File: src/rtl/muldiv_sequencer.sv
`default_nettype none
// ============================================================================
// Module      : muldiv_sequencer
// Description : Multi-cycle execution controller for the RV32M instructions
//               (MUL/MULH/MULHSU/MULHU/DIV/DIVU/REM/REMU). Holds the pipeline
//               with stall, then returns one registered result together with
//               a single-cycle done pulse. Division is radix-2 restoring.
// Revision    : 1.0 - initial release
// ============================================================================
module muldiv_sequencer #(
  parameter int XLEN = 32
) (
  input  logic            clk,
  input  logic            rst,
  input  logic            start,
  input  logic [2:0]      funct3,
  input  logic [XLEN-1:0] rs1_val,
  input  logic [XLEN-1:0] rs2_val,
  input  logic            flush,
  output logic            stall,
  output logic            busy,
  output logic            done,
  output logic [XLEN-1:0] result
);

  localparam int              CNT_W    = $clog2(XLEN);
  localparam logic [XLEN-1:0] MIN_INT  = {1'b1, {(XLEN-1){1'b0}}};
  localparam logic [XLEN-1:0] ALL_ONES = '1;
  localparam logic [CNT_W-1:0] LAST_IT = CNT_W'(XLEN - 1);

  typedef enum logic [2:0] {
    ST_IDLE = 3'd0,
    ST_MUL  = 3'd1,
    ST_DIV  = 3'd2,
    ST_FIX  = 3'd3,
    ST_DONE = 3'd4
  } state_t;

  state_t           state, next_state;
  logic             accept;

  // Latched operation and datapath registers
  logic [1:0]       op;
  logic [XLEN-1:0]  mul_a, mul_b;
  logic [XLEN-1:0]  quot, rem, divisor;
  logic [CNT_W-1:0] cnt;
  logic             q_neg, r_neg;

  // Accept-time decode of the incoming request
  logic             signed_div, div_by_zero, div_ovf, div_special;
  logic [XLEN-1:0]  special_result, rs1_mag, rs2_mag;

  assign signed_div     = ~funct3[0];
  assign div_by_zero    = (rs2_val == '0);
  assign div_ovf        = signed_div & (rs1_val == MIN_INT) & (rs2_val == ALL_ONES);
  assign div_special    = div_by_zero | div_ovf;
  assign special_result = div_by_zero ? (funct3[1] ? rs1_val : ALL_ONES)
                                      : (funct3[1] ? '0      : MIN_INT);
  assign rs1_mag        = (signed_div & rs1_val[XLEN-1]) ? -rs1_val : rs1_val;
  assign rs2_mag        = (signed_div & rs2_val[XLEN-1]) ? -rs2_val : rs2_val;

  // Multiply: the low 2*XLEN bits of the product of sign/zero-extended operands
  // are identical to the low bits of the full 2*XLEN+2-bit product.
  logic              a_signed, b_signed;
  logic [2*XLEN-1:0] a_wide, b_wide, product;
  logic [XLEN-1:0]   mul_result;

  assign a_signed   = op[0] ^ op[1];          // MULH, MULHSU
  assign b_signed   = (op == 2'b01);          // MULH only
  assign a_wide     = {{XLEN{a_signed & mul_a[XLEN-1]}}, mul_a};
  assign b_wide     = {{XLEN{b_signed & mul_b[XLEN-1]}}, mul_b};
  assign product    = a_wide * b_wide;
  assign mul_result = (op == 2'b00) ? product[XLEN-1:0] : product[2*XLEN-1:XLEN];

  // Restoring divide step: the XLEN+1-bit compare is the widened trial subtract
  logic [XLEN:0]   shifted;
  logic            fits;
  logic [XLEN-1:0] trial, rem_next, quot_next, q_fixed, r_fixed;

  assign shifted   = {rem, quot[XLEN-1]};
  assign fits      = (shifted >= {1'b0, divisor});
  assign trial     = shifted[XLEN-1:0] - divisor;
  assign rem_next  = fits ? trial : shifted[XLEN-1:0];
  assign quot_next = {quot[XLEN-2:0], fits};
  assign q_fixed   = q_neg ? -quot : quot;
  assign r_fixed   = r_neg ? -rem  : rem;

  // Next-state, accept and combinational stall
  always_comb begin
    next_state = state;
    accept     = 1'b0;
    stall      = 1'b0;
    if (flush) begin
      next_state = ST_IDLE;
    end else begin
      case (state)
        ST_IDLE, ST_DONE: begin
          if (start) begin
            accept = 1'b1;
            stall  = 1'b1;
            if (!funct3[2])      next_state = ST_MUL;
            else if (div_special) next_state = ST_DONE;
            else                  next_state = ST_DIV;
          end else begin
            next_state = ST_IDLE;
          end
        end
        ST_MUL:  next_state = ST_DONE;
        ST_DIV:  next_state = (cnt == LAST_IT) ? ST_FIX : ST_DIV;
        ST_FIX:  next_state = ST_DONE;
        default: next_state = ST_IDLE;
      endcase
    end
    if (state == ST_MUL || state == ST_DIV || state == ST_FIX) stall = 1'b1;
  end

  // State register with registered busy/done derived from the next state
  always_ff @(posedge clk) begin
    if (rst) begin
      state <= ST_IDLE;
      busy  <= 1'b0;
      done  <= 1'b0;
    end else begin
      state <= next_state;
      busy  <= (next_state == ST_MUL) || (next_state == ST_DIV) || (next_state == ST_FIX);
      done  <= (next_state == ST_DONE);
    end
  end

  // Operand latch, divide iteration and result register
  always_ff @(posedge clk) begin
    if (rst) begin
      op      <= '0;
      mul_a   <= '0;
      mul_b   <= '0;
      quot    <= '0;
      rem     <= '0;
      divisor <= '0;
      cnt     <= '0;
      q_neg   <= 1'b0;
      r_neg   <= 1'b0;
      result  <= '0;
    end else if (accept) begin
      op      <= funct3[1:0];
      mul_a   <= rs1_val;
      mul_b   <= rs2_val;
      quot    <= rs1_mag;
      rem     <= '0;
      divisor <= rs2_mag;
      cnt     <= '0;
      q_neg   <= signed_div & (rs1_val[XLEN-1] ^ rs2_val[XLEN-1]);
      r_neg   <= signed_div & rs1_val[XLEN-1];
      if (funct3[2] && div_special) result <= special_result;
    end else if (!flush) begin
      case (state)
        ST_MUL: result <= mul_result;
        ST_DIV: begin
          rem  <= rem_next;
          quot <= quot_next;
          cnt  <= cnt + CNT_W'(1);
        end
        ST_FIX: result <= op[1] ? r_fixed : q_fixed;
        default: ;
      endcase
    end
  end

endmodule
`default_nettype wire

File: config.mk
export PLATFORM = sky130hd
export DESIGN_NAME = muldiv_sequencer
export DESIGN_NICKNAME = d
export VERILOG_FILES = /design/src/rtl/muldiv_sequencer.sv
export SDC_FILE = /design/constraint.sdc
export NUM_CORES = 2
export LEC_CHECK = 0
export CELL_PAD_IN_SITES_DETAIL_PLACEMENT = 1
export CELL_PAD_IN_SITES_GLOBAL_PLACEMENT = 1
export CORE_MARGIN = 2
export CORE_UTILIZATION = 55
export CTS_BUF_LIST = sky130_fd_sc_hd__clkbuf_8
export CTS_CLUSTER_DIAMETER = 80
export DETAILED_ROUTE_END_ITERATION = 10
export HOLD_SLACK_MARGIN = 0.08
export PLACE_DENSITY_LB_ADDON = 0.1
export SLEW_MARGIN = 20
export SYNTH_ARGS = -nofsm -noshare
export SYNTH_HDL_FRONTEND = slang
export SYNTH_SLANG_ARGS = --single-unit
export TNS_END_PERCENT = 5
File: constraint.sdc
create_clock -name clk -period 25.3 [get_ports clk]
set_input_delay 3.795 -clock clk [delete_from_list [all_inputs] [get_ports clk]]
set_output_delay 3.795 -clock clk [all_outputs]
set_load 0.01 [all_outputs]
* Word level (Yosys, flattened, before mapping)
Cells that the tools add are included.
** Word-level totals
- Output and inout bits :: 35
- Word-level logic and storage cells :: 90
- Register bits :: 206
- Bits of input ports :: 71
** Cells by class
- Multiply operators :: 1
- Add/subtract/negate cells :: 6
- Eq/ne operators :: 14
- Bitwise gates (word level) :: 12
- Reductions and logical operators :: 16
- Order comparisons :: 1
- Mux-type cells :: 27
** Operators with widths (number)
- 2-to-1 mux 32 bit :: 16
- negation 32 bit :: 4
- equality test 32 bit, second input constant :: 2
- multiplier 33 x 33 -> 64 bit :: 1
- case mux 32 bit (2 select lines) :: 1
- >= comparator 33 x 32 -> 1 bit :: 1
- zero test 32 bit :: 1
- subtractor 32 bit :: 1
- equality test 3 x 2 -> 1 bit, second input constant :: 4
- 2-to-1 mux 3 bit :: 4
- case mux 3 bit (3 select lines) :: 1
- bitwise AND 1 bit :: 7
- equality test 3 x 1 -> 1 bit, second input constant :: 2
- equality test 3 bit, second input constant :: 2
- OR reduction 2 bit :: 3
- adder 5 x 1 -> 5 bit, second input constant :: 1
- equality test 5 bit, second input constant :: 1
- 2-to-1 mux 1 bit :: 5
- logical OR 1 bit :: 4
- inequality test 2 x 1 -> 1 bit, second input constant :: 2
- AND reduction 2 bit :: 2
- zero test 3 bit :: 1
- AND reduction 3 bit :: 1
- nonzero test 3 bit :: 1
- 7 further kinds :: 9

* Longest topological paths before layout
- Depth in word-level cells :: 12
- Gate-level depth with buffers :: 34
- Depth with buffers taken out :: 29

* Worst setup path before layout
OpenSTA, ideal clock, no wires.
- Path kind :: reg2reg
- Start point :: register op[1]
- End point :: register result[27]
- Path slack :: 16390 ps
- Stages on the path, launching flop included :: 33
- Data arrival time :: 8770 ps
- Path buffers :: 3
- Library setup time :: 140 ps
- Required time :: 25160 ps
- Clock period less this slack :: 8910 ps
- Path through :: dfxtp_1 > clkbuf_1 > inv_1 > clkbuf_1 > ha_1 > and2_0 > clkbuf_1 > nand2_1 > inv_1 > fa_1 > inv_1 > fa_1 > inv_1 > fa_1 > fa_1 > inv_1 > fa_1 > inv_1 > fa_1 > inv_1 > fa_1 > fa_1 > inv_1 > ha_1 > and3_1 > a221o_1 > a31oi_1 > nor2b_1 > nand3_1 > o31ai_1 > o21ai_0 > xnor2_1 > a31oi_1
** On the way
- Word-level cells in the longest chain between the ends :: 7
- Elaborated cells on any way between the ends :: 11
- Classes of those cells :: mul: 1; eq/ne: 1; mux: 5; bitwise: 3; reduce/logical: 1
** Ends and longest elaborated chain
- from (decl) :: RTL line 43 : logic [1:0] op;
- from (signal assigned) :: RTL line 144 : op <= funct3[1:0];
- equality test 2 x 1 -> 1 bit or bitwise XOR 1 bit (tied branches) :: RTL line 69, 68
- bitwise AND 1 bit, on equally long branches :: RTL line 71, 70
- multiplier 33 x 33 -> 64 bit :: RTL line 72 : assign product = a_wide * b_wide;
- 2-to-1 mux 32 bit :: RTL line 73 : assign mul_result = (op == 2'b00) ? product[XLEN-1:0] : product[2*XLEN-1:XLEN];
- case mux 32 bit (2 select lines) * :: RTL line 155 : case (state)
- 2-to-1 mux 32 bit * :: RTL line 154 : end else if (!flush) begin
- 2-to-1 mux 32 bit * :: RTL line 143 : end else if (accept) begin
- to (signal assigned) :: RTL line 153 : if (funct3[2] && div_special) result <= special_result;
- to (signal assigned) :: RTL line 156 : ST_MUL: result <= mul_result;
- to (signal assigned) :: RTL line 162 : ST_FIX: result <= op[1] ? r_fixed : q_fixed;
- to (decl) :: RTL line 23 : output logic [XLEN-1:0] result
Every way passes the cells marked *; elsewhere a longest branch is shown, timed or not. The select of a mux whose other input is x is not followed.
A chain may end at the register's enable or synchronous reset.

* Worst setup path after layout
Same ends and word-level chain as after synthesis.

==> flow_metrics.py <==
metrics = {
    "route": {
        "drt_iter0_markers": 3028,
        "vias_per_cell": 5.92,
        "num_vias": 43400,
        "ant_nets": 0,
        "drt-total-wl_mm": 177,
        "dr.pass1.iters": 5,
        "drcViolationCount": 0,
        "detail_route.wl_per_cell_um": 24.2,
    },
    "critical_path": {
        "crit_path_max_fanout": 52,
        "worstSetupPathType": "reg -> reg",
        "crit_arrival_ns": 12.49,
        "slowest_stage": "ha_1",
        "worstPathRequired_ns": 25.75,
        "r2r_slack_ns": 13.27,
        "setup.worst_path.start_class": "flip-flop",
        "critPathMaxStageDelay_ns": 1.06,
        "end_kind": "flip-flop",
    },
    "final_layout": {
        "drive_gt1_frac": 0.0340,
        "n_antenna_cell": 0,
        "area_growth_pct": 5.15,
        "layout_commonest_cell": "inv_1",
        "fin_cells": 7318,
        "mostFrequentLayoutCells": "1,268 x inv_1, 1,125 x fa_1, 1,080 x nand2_1, 285 x and2_1, 255 x a21oi_1",
        "utilization": 0.585,
        "fillers": 11200,
        "finalNetCount": 7486,
    },
    "logic_synthesis": {
        "synth_flop_cell": "dfxtp_1",
        "synth-edff-count": 0,
        "seq_area_frac_synth": 0.0789,
        "yosys-top-cells-area": "fa_1 43%, inv_1 9.0%, dfxtp_1 7.9%, nand2_1 7.8%, ha_1 6.1%",
        "syn_area_per_cell_um2": 8.42,
        "yosysWarnings": 0,
        "syn-cell-area_um2": 52000,
        "synthArstFlopShare": 0,
        "synth_nets": 7628,
        "synth_top_area_share": 0.433,
        "synth_seq_cells": 205,
        "yosysUniqueCellTypes": 88,
        "netlist_instances": 6178,
        "synth_top_area_cell": "fa_1",
    },
    "place": {
        "placed_cells": 7247,
        "port_buffers": 105,
        "place_congestion": 0.946,
        "hpwl_mm": 144,
    },
    "floorplan": {
        "core-area_um2": 93500,
        "num_rows": 112,
        "die-area_um2": 97100,
        "initial_utilization": 0.557,
        "die_h_um": 312,
        "die_x_um": 312,
        "ios": 106,
    },
    "clock_tree": {
        "hold_buffers": 0,
        "cts_made_buffers": 41,
        "clockBufferDepth": 3,
        "tritoncts": "done",
        "ctsRootBufferMaster": "clkbuf_8",
        "cts_max_level": 2,
        "cts.sinks": 205,
        "post_cts_buffers": 0,
        "clk_pin_slew_ns": 0.07,
        "cts-resized-gates": 0,
        "clk_latency_ns": 0.60,
    },
    "sta": {
        "relSlewSlack": 0.290,
        "min_period_ns": 12.03,
        "setup_viol": 0,
        "fmax_mhz": 83.1,
        "tightest_slew_ns": 1.06,
        "fin_crit_sh": 0.476,
        "finalHoldViolCount": 0,
        "maxSlewViolCount": 0,
        "fin_hold_ws_ns": 0.457,
        "rsz0062_at_grt": "false",
        "skew_ns": 0.0423,
        "totalNegativeSetupSlack_ns": 0,
    },
    "global_route": {
        "grt_usage": 0.372,
        "grt_max_degree": 100,
        "grt_pass1_wl_mm": 280,
        "antenna_found_initial": 2,
        "gr-total-overflow": 0,
        "grt_pass1_vias": 49500,
    },
    "flow_run": {
        "max_cap_viol_count": 0,
    },
    "pwr": {
        "fin_total_pwr_mw": 1.24,
        "p_leak_nw": 24.7,
        "peakVddDrop_uv": 40.4,
        "p_per_area_nw_per_um2": 22.7,
    },
    "min_path": {
        "hp-class": "reg -> reg",
    },
    "outcome": {
        "status": "finished clean",
    },
}
==> path summary, 6_finish.rpt <==
kind,endpoint,startpoint,cells past startpoint
setup / recovery,result[27],op[1],29
hold / removal,mul_a[12],mul_a[12],2
hold reg to reg,mul_a[12],mul_a[12],2
setup reg to reg,result[27],op[1],29
==> cell usage after synthesis, types with 28 or more instances <==
| cell | number |
|---|---|
| inv_1 | 1253 |
| fa_1 | 1126 |
| nand2_1 | 1081 |
| clkbuf_1 | 347 |
| and2_1 | 286 |
| a21oi_1 | 255 |
| ha_1 | 253 |
| nor2_1 | 247 |
| dfxtp_1 | 205 |
| o21ai_0 | 159 |
| xnor2_1 | 117 |
| nor3_1 | 75 |
| xor2_1 | 67 |
| a211oi_1 | 53 |
| nand3_1 | 45 |
| a21o_1 | 44 |
| and3_1 | 43 |
| mux2i_1 | 35 |
| o31ai_1 | 35 |
| nand4_1 | 32 |
| a311oi_1 | 28 |
==> where the power goes <==
part	leakage, nW	total [mW]	internal [mW]	switching, mW
clock network	0.490	0.370	0.208	0.162
logic	22.5	0.514	0.169	0.345
registers	1.67	0.356	0.337	0.0190
==> routing by layer <==
layer  vias up  wire length (µm)  part of all wire  global-route usage
met5         -                 0                 0                   0
met4         0             10100             0.057               0.176
met3       544              9670             0.055              0.0406
met2      1537             90200              0.51               0.661
met1     22700             67400              0.38               0.452
li1      18600                 -                 -                   -
==> sequential cells by signal (all words and copies together), names as in the netlist <==
name and count:
mul_a 32, mul_b 32, quot 32, rem 32, result 32, divisor 31
cnt 5, state 3, op 2, busy 1, done 1, q_neg 1
r_neg 1
==> layout make-up <==
type | count | area [µm²] | area share
clock inverter | 21 | 164 | 0.00300
multi-input combinational | 4349 | 41800 | 0.764
clock buffer | 50 | 688 | 0.0126
sequential | 205 | 4110 | 0.0751
timing repair buffer | 186 | 1660 | 0.0304
inverter | 1253 | 4700 | 0.0860
tap | 1254 | 1570 | 0.0287
==> kinds of logic (layout without fill, tap and decap cells) <==
kind of cell | count (synthesis) | in the layout | synth area share
compound gates | 783 | 783 | 0.0975
xor+xnor | 185 | 185 | 0.0314
fa+ha+maj | 1379 | 1379 | 0.494
buf+inv | 1624 | 1510 | 0.118
flops | 205 | 205 | 0.0789
mux | 40 | 40 | 0.00782
simple gates | 1962 | 1962 | 0.172
==> stage by stage <==
stage,setup slack [ns],instance area [µm²]
2_1_floorplan,16.39,52000
3_3_place_gp,14.01,53800
3_5_place_dp,13.47,53800
4_1_cts,13.43,54700
5_1_grt,12.72,54700
6_report,13.27,54700
==> worst max-delay path, delay by kind of cell, from the launching register on <==
kind | cells | cell delay, ns
xor gates and xnor gates | 1 | 0.19
and+or+nand+nor | 5 | 1.82
buffers and inverters | 8 | 1.61
DFF | 1 | 0.92
adders and majority gates | 10 | 5.79
AOI/OAI and AO/OA | 5 | 1.52
Power figures use the tool's default switching activity.
